### src/rtl/pps_edge_qual.sv
// 1PPS front-end: synchronises the raw PPS level, finds rising edges, measures the
// interval between them and forwards only in-window edges, with lock/error/missing status.
module pps_edge_qual #(
    parameter int SYNC_STAGES = 2,
    parameter int PERIOD      = 100_000_000,
    parameter int TOL         = 1000,
    parameter int LOCK_COUNT  = 3,
    parameter int CNT_W       = 32
) (
    input  logic             clk,
    input  logic             rst_n,
    input  logic             d,
    output logic             q,
    output logic             locked,
    output logic [CNT_W-1:0] period,
    output logic             err,
    output logic             missing
);

    localparam int GW = $clog2(LOCK_COUNT + 1);
    localparam logic [CNT_W-1:0] LO_C  = CNT_W'(PERIOD - TOL);
    localparam logic [CNT_W-1:0] MAX_C = CNT_W'(PERIOD + TOL);

    localparam logic [1:0] ST_ACQ   = 2'd0;
    localparam logic [1:0] ST_TRACK = 2'd1;
    localparam logic [1:0] ST_LOCK  = 2'd2;

    if (SYNC_STAGES < 2) begin : g_sync_check
        $error("pps_edge_qual: SYNC_STAGES must be >= 2");
    end
    if (CNT_W < 63 && ((64'd1 << CNT_W) - 64'd1) < (longint'(PERIOD) + longint'(TOL) + 64'd1)) begin : g_cnt_w_check
        $error("pps_edge_qual: CNT_W too narrow for PERIOD+TOL+1");
    end

    logic [SYNC_STAGES-1:0] sync_q, sync_d;
    logic                   prev_q, prev_d;
    logic [CNT_W-1:0]       cnt_q, cnt_d;
    logic [GW-1:0]          good_q, good_d;
    logic [1:0]             state_q, state_d;
    logic                   q_q, q_d;
    logic                   locked_q, locked_d;
    logic [CNT_W-1:0]       period_q, period_d;
    logic                   err_q, err_d;
    logic                   missing_q, missing_d;

    logic             e;
    logic             timeout;
    logic             in_window;
    logic [CNT_W-1:0] interval;
    logic [GW-1:0]    good_inc;

    assign sync_d[0] = d;
    for (genvar gi = 1; gi < SYNC_STAGES; gi++) begin : g_sync
        assign sync_d[gi] = sync_q[gi-1];
    end

    assign prev_d    = sync_q[SYNC_STAGES-1];
    assign e         = sync_q[SYNC_STAGES-1] & ~prev_q;
    // cnt saturates at MAX_C, so the +1 can never overflow CNT_W
    assign interval  = cnt_q + {{(CNT_W-1){1'b0}}, 1'b1};
    assign timeout   = (cnt_q == MAX_C);
    assign in_window = (interval >= LO_C) && (interval <= MAX_C);
    assign good_inc  = good_q + {{(GW-1){1'b0}}, 1'b1};

    always_comb begin
        state_d   = state_q;
        good_d    = good_q;
        q_d       = 1'b0;
        err_d     = 1'b0;
        missing_d = 1'b0;
        locked_d  = locked_q;
        period_d  = period_q;
        if (e) begin
            cnt_d = '0;
        end else if (timeout) begin
            cnt_d = cnt_q;
        end else begin
            cnt_d = interval;
        end

        case (state_q)
            ST_ACQ: begin
                if (e) begin
                    state_d = ST_TRACK;
                    good_d  = '0;
                end
            end
            ST_TRACK, ST_LOCK: begin
                // an edge coinciding with timeout is still an edge (it just lands out of window)
                if (e) begin
                    period_d = interval;
                    if (in_window) begin
                        q_d = 1'b1;
                        if (state_q == ST_TRACK) begin
                            good_d = good_inc;
                            if (good_inc == GW'(LOCK_COUNT)) begin
                                state_d  = ST_LOCK;
                                locked_d = 1'b1;
                            end
                        end
                    end else begin
                        err_d    = 1'b1;
                        good_d   = '0;
                        locked_d = 1'b0;
                        state_d  = ST_TRACK;
                    end
                end else if (timeout) begin
                    missing_d = 1'b1;
                    locked_d  = 1'b0;
                    good_d    = '0;
                    state_d   = ST_ACQ;
                end
            end
            default: begin
                state_d  = ST_ACQ;
                good_d   = '0;
                locked_d = 1'b0;
            end
        endcase
    end

    always_ff @(posedge clk or negedge rst_n) begin
        if (!rst_n) begin
            sync_q    <= '0;
            prev_q    <= 1'b0;
            cnt_q     <= '0;
            good_q    <= '0;
            state_q   <= ST_ACQ;
            q_q       <= 1'b0;
            locked_q  <= 1'b0;
            period_q  <= '0;
            err_q     <= 1'b0;
            missing_q <= 1'b0;
        end else begin
            sync_q    <= sync_d;
            prev_q    <= prev_d;
            cnt_q     <= cnt_d;
            good_q    <= good_d;
            state_q   <= state_d;
            q_q       <= q_d;
            locked_q  <= locked_d;
            period_q  <= period_d;
            err_q     <= err_d;
            missing_q <= missing_d;
        end
    end

    assign q       = q_q;
    assign locked  = locked_q;
    assign period  = period_q;
    assign err     = err_q;
    assign missing = missing_q;

endmodule

### config.mk
export PLATFORM = sky130hd
export DESIGN_NAME = pps_edge_qual
export DESIGN_NICKNAME = d
export VERILOG_FILES = /design/src/rtl/pps_edge_qual.sv
export SDC_FILE = /design/constraint.sdc
export NUM_CORES = 1
export LEC_CHECK = 0
export ABC_AREA = 1
export BUFFER_PORTS_ARGS = -buffer_cell sky130_fd_sc_hd__buf_2
export CAP_MARGIN = 10
export CORE_MARGIN = 10
export CORE_UTILIZATION = 25
export CTS_BUF_LIST = sky130_fd_sc_hd__clkbuf_4 sky130_fd_sc_hd__clkbuf_8 sky130_fd_sc_hd__clkbuf_16
export CTS_CLUSTER_SIZE = 16
export DETAILED_ROUTE_END_ITERATION = 7
export PLACE_DENSITY_LB_ADDON = 0.2
export SLEW_MARGIN = 30
export SYNTH_ARGS = -nofsm -noshare
export SYNTH_HDL_FRONTEND = slang
export SYNTH_SLANG_ARGS = --single-unit
### constraint.sdc
create_clock -name clk -period 3.4 [get_ports clk]
set_clock_uncertainty 0.1 [all_clocks]
set_input_delay 0.68 -clock clk [delete_from_list [all_inputs] [get_ports clk]]
set_output_delay 0.68 -clock clk [all_outputs]
set_load 0.1 [all_outputs]
After elaboration in Yosys (flattened, before gate mapping):

Index checks and enable logic that the tools add are counted.

* eq/ne operators: 9
* reductions and logical operators: 7
* bitwise operators: 3
* $lt $le $gt $ge: 2
* add/subtract/negate cells: 2
* mux-type cells: 29

Operator list (number)
* 2-to-1 mux 32 bit: 2
* adder 32 x 1 -> 32 bit, second input constant: 1
* equality test 32 x 27 -> 1 bit, second input constant: 1
* >= comparator 32 x 27 -> 1 bit, second input constant: 1
* less-or-equal comparator 32 x 27 -> 1 bit, second input constant: 1
* 2-to-1 mux 2 bit: 10
* 2-to-1 mux 1 bit: 14
* != test 4 bit, second input constant: 2
* one-hot mux 2 bit (2 select lines): 2
* AND reduction 4 bit: 2
* equality test 2 bit, second input constant: 2
* != test 2 bit, second input constant: 2
* != test 3 bit, second input constant: 1
* AND reduction 3 bit: 1
* adder 2 x 1 -> 2 bit, second input constant: 1
* equality test 2 x 1 -> 1 bit, second input constant: 1
* zero test 2 bit: 1
* NOT 1 bit: 2
* one-hot mux 1 bit (2 select lines): 1
* AND reduction 2 bit: 1
* OR reduction 2 bit: 1
* AND 1 bit: 1
* logical AND 1 bit: 1

* register bits after elaboration: 75
* output and inout port bits: 36

Depth between registers and ports, before layout:

* word-level depth: 7
* depth in mapped cells: 21
* depth with buffers taken out: 21

Worst setup path after synthesis:

OpenSTA, ideal clock, no wires.

* path kind: reg2reg
* start: reg cnt_q[1]
* end: reg state_q[0]
* cell stages (with the launch flop): 21
* setup time: 0.116 ns
* clock period less this slack: 2.383 ns
* required time: 3.184 ns
* arrival: 2.167 ns
* setup slack: 1.017 ns
* cells stage by stage: dfrtp_1 -> ha_1 -> nand2_2 -> nor2_4 -> nand2_2 -> nor2_4 -> nand3_1 -> nand2_1 -> nand2_1 -> nor2_1 -> nand2_1 -> nor2_1 -> nor2_4 -> nand2_2 -> nand2_2 -> nand3_2 -> nand2_4 -> inv_2 -> nand2_1 -> nand2_1 -> nand2_1

* word-level cells in the longest chain between the ends: 6
* elaborated cells between the ends (all ways): 12
* classes of those cells: add/sub (1); order compare (2); eq/ne (4); mux (3); reduce/logical (2)

Ends and longest elaborated chain
* start: declaration: RTL line 37 `logic [CNT_W-1:0] cnt_q, cnt_d;`
* start signal: assignment: RTL line 137 `cnt_q <= cnt_d;`
* adder 32 x 1 -> 32 bit: RTL line 60 `assign interval = cnt_q + {{(CNT_W-1){1'b0}}, 1'b1};`
* >= comparator 32 x 27 -> 1 bit or less-or-equal comparator 32 x 27 -> 1 bit (tied branches): RTL line 62 `assign in_window = (interval >= LO_C) && (interval <= MAX_C);`
* logical AND 1 bit: RTL line 62
* 2-to-1 mux 2 bit: RTL line 92 `if (in_window) begin`
* 2-to-1 mux 2 bit: RTL line 90 `if (e) begin`
* one-hot mux 2 bit (2 select lines): RTL line 81 `case (state_q)`
* end signal: assignment: RTL line 139 `state_q <= state_d;`
* end: declaration: RTL line 39 `logic [1:0] state_q, state_d;`

Parallel ways exist; a longest one is shown, timed or not.
A chain may end at the register's enable or synchronous reset.

Worst setup path after layout:

Ends and elaborated chain as after synthesis.

==> flow_metrics.env <==
export IMPL_status="finished, final reports clean"
export IMPL_holdWs_ps=220
export IMPL_grt_overflow_total=0
export IMPL_drv_slew=0
export IMPL_worst_pin_slew_ps=736
export IMPL_clkLatencyLatePin_ps=350
export IMPL_core_rowCount=47
export IMPL_arrival_ps=3040
export IMPL_port_buffers=38
export IMPL_syn_to_final_growth_pct=19.1
export IMPL_layout_drive_gt1_share_pct=14.8
export IMPL_cts_sinks=75
export IMPL_cts_repair_resized=0
export IMPL_tns_ps=0
export IMPL_finalCritPeriodShare_pct=85.4
export IMPL_hold_viol_final=0
export IMPL_numCtsBuffers=9
export IMPL_grt_pass1_vias=3716
export IMPL_drc_errors=0
export IMPL_io_pin_count=39
export IMPL_reg2regPathDepth=20
export IMPL_synth_area_um2=4160
export IMPL_routed_via_count=3739
export IMPL_finish_net_count=639
export IMPL_rsz0062_at_grt="no"
export IMPL_grt_max_degree=76
export IMPL_leakage_nw=2.40
export IMPL_dp_hpwl_um=9210
export IMPL_die_x_um=149
export IMPL_postCtsHoldBufs=0
export IMPL_crit_required_ps=3530
export IMPL_timing_rr_end="state_q[0]$_DFFE_PN0P_"
export IMPL_htreeDepth=3
export IMPL_ys_types=30
export IMPL_cts_root_buf="clkbuf_16"
export IMPL_cap_violations=0
export IMPL_viasPerCell=4.37
export IMPL_rr_startpoint="cnt_q[1]$_DFFE_PN0P_"
export IMPL_start_util_pct=25.3
export IMPL_yosysWarnings=0
export IMPL_end_kind="flip-flop"
export IMPL_slew_headroom_pct=51.0
export IMPL_routed_wl_um=12000
export IMPL_min_period_ps=2900
export IMPL_grt_pass1_wl_um=20000
export IMPL_cp_start_kind="flip-flop"
export IMPL_fmax_ghz=0.344
export IMPL_n_antenna_cell=0
export IMPL_synthCells=587
export IMPL_dp_cells=839
export IMPL_antenna_found_initial=0
export IMPL_drtIter0Drc=249
export IMPL_die_area_um2=22200
export IMPL_r2r_setup_slack_ps=500
export IMPL_drt_pass1_iter_count=6
export IMPL_avgSynthCellArea_um2=7.09
export IMPL_hp_class="input pin to asynchronous set/reset pin"
export IMPL_grt_usage_pct=11.3
export IMPL_core_area_um2=16500
export IMPL_wl_per_cell_um=14.0
export IMPL_fillers=1836
export IMPL_worstSetupPathType="flip-flop to flip-flop"
export IMPL_place_gp_congestion=0.933
export IMPL_antenna_left=0
export IMPL_chipHeight_um=149
export IMPL_clockBufferDepth=2
export IMPL_instances_no_fill=855
export IMPL_setup_viol_count_final=0
export IMPL_synth_nets=596
export IMPL_ys_ff_latch=75
export IMPL_yosysSeqAreaShare_pct=45.1
export IMPL_path_clk_slew_ps=60
export IMPL_crit_fanout=9
export IMPL_cts_tree="yes"
export IMPL_post_cts_buffers=0
export IMPL_power_density_nw_per_um2=511
export IMPL_vdd_drop_max_mv=0.290
## registers in the layout, summed over array words and instances (netlist names)
| name | flops |
|---|---|
| sync_q | 2 |
| state_q | 2 |
| prev_q | 1 |
| cnt_q | 32 |
| q | 1 |
| err | 1 |
| good_q | 2 |
| missing | 1 |
| period | 32 |
| locked | 1 |
## placed cells by master (no fill, tap or decap), types with 2 or more instances in the layout
master,synthesis,final
nand3_2,2,2
xnor2_1,2,2
o21ai_1,2,2
bufinv_16,0,2
nor2_1,99,98
nor2_2,7,8
buf_2,0,37
inv_1,62,62
nand4_1,10,10
inv_2,7,7
clkbuf_16,0,9
nand2_2,9,9
dfrtp_1,75,75
ha_1,6,6
clkinv_1,2,2
nand2_4,2,2
buf_4,0,3
o21bai_1,2,2
nand2_1,200,200
nand3b_1,5,5
nor2_4,5,5
clkbuf_8,0,2
nor3_1,5,5
o21ai_0,32,32
nand3_1,31,31
a21oi_1,5,5
## cell type report
type | instances | area (um2) | area share [%]
flip-flops and latches | 75 | 1880 | 37.9
multi-input cells | 432 | 1990 | 40.1
repair buffers | 41 | 219 | 4.42
clock buffers | 12 | 260 | 5.25
clock inverters | 4 | 72.6 | 1.46
well taps | 220 | 275 | 5.55
inverters | 71 | 267 | 5.38
## synthesized netlist by cell type
cell type | n | share of area (%)
a21oi_1 | 5 | 0.60
xor2_1 | 1 | 0.21
or2_1 | 1 | 0.15
nor3_1 | 5 | 0.60
nor2_8 | 1 | 0.48
nor2_2 | 7 | 1.1
nand2_2 | 9 | 1.4
nand3b_1 | 5 | 0.90
or2_2 | 1 | 0.15
o21bai_1 | 2 | 0.36
ha_1 | 6 | 1.8
o21ai_0 | 32 | 3.8
nand4_1 | 10 | 1.5
nand3_1 | 31 | 3.7
xnor2_1 | 2 | 0.42
nor2_1 | 99 | 8.9
inv_1 | 62 | 5.6
and2_1 | 1 | 0.15
nor2_4 | 5 | 1.4
nand3_2 | 2 | 0.48
nand3_4 | 1 | 0.42
o21ai_2 | 1 | 0.21
clkinv_1 | 2 | 0.18
dfrtp_1 | 75 | 45
inv_2 | 7 | 0.63
nand2_4 | 2 | 0.54
nor4_1 | 1 | 0.15
o21ai_1 | 2 | 0.24
clkbuf_1 | 9 | 0.81
nand2_1 | 200 | 18
## where the power goes
group / leakage [nW] / switching (W) / total [W] / internal (W)
Combinational: 1.21 / 0.000377 / 0.000474 / 0.0000972
Sequential: 1.03 / 0.0000418 / 0.000987 / 0.000945
Clock: 0.162 / 0.000384 / 0.00107 / 0.000690
Total: 2.40 / 0.000802 / 0.00253 / 0.00173
## how the worst max path moves through the flow
stage	from	to	slack [ps]	cells after the start
6_report	cnt_q[1]$_DFFE_PN0P_	state_q[0]$_DFFE_PN0P_	500	20
5_1_grt	cnt_q[0]$_DFFE_PN0P_	state_q[0]$_DFFE_PN0P_	170	20
4_1_cts	cnt_q[0]$_DFFE_PN0P_	state_q[0]$_DFFE_PN0P_	460	20
3_5_place_dp	cnt_q[0]$_DFFE_PN0P_	state_q[0]$_DFFE_PN0P_	510	20
3_3_place_gp	cnt_q[1]$_DFFE_PN0P_	state_q[0]$_DFFE_PN0P_	570	20
2_1_floorplan	cnt_q[1]$_DFFE_PN0P_	state_q[0]$_DFFE_PN0P_	1020	20
## worst max-delay path, stage by stage (launching register included)
cell and delay, ps:
dfrtp_1 400, ha_1 240, nand2_2 80, nor2_4 240, nand2_2 90, nor2_2 290
nand2_1 120, nand2_1 80, nand2_1 90, nor2_1 100, nand2_1 100, nor2_2 140
nand3_1 110, nand2_2 80, nand2_2 90, nand3_2 120, nand2_4 80, inv_2 60
nand2_1 60, nand2_1 60, nand2_1 60
## per-stage QoR
| stage | util [%] | area, um2 | total power (W) | setup slack, ps |
|---|---|---|---|---|
| final | 30.1 | 4960 | 0.00253 | 497 |
| after floorplan | - | 4160 | 0.00137 | 1020 |
| after detailed placement | 28.1 | 4620 | 0.00148 | 506 |
| after CTS | 30.1 | 4960 | 0.00258 | 464 |
| after global placement | 28.1 | 4620 | 0.00148 | 569 |
| after global routing | 30.1 | 4960 | 0.00266 | 173 |
## layer usage
metal / part of all wire (%) / up-vias / track usage, %
li1: - / 1906 / -
met1: 47 / 1740 / 14.3
met2: 47 / 80 / 18.7
met3: 4.6 / 13 / 2.67
met4: 1.3 / 0 / 3.53
met5: 0 / - / 0
## cells by family (layout without fill, tap and decap cells)
kind of cell             Yosys count  count (layout)  synth area share [%]
AO/OA/AOI/OAI                     42              42                  5.26
XOR/XNOR                           3               3                 0.632
adder cells (fa/ha/maj)            6               6                  1.80
buffers and inverters             80             128                  7.22
flip-flops                        75              75                  45.1
AND/OR/NAND/NOR                  381             381                  40.0
No activity file was read; power rests on OpenSTA's default activity.
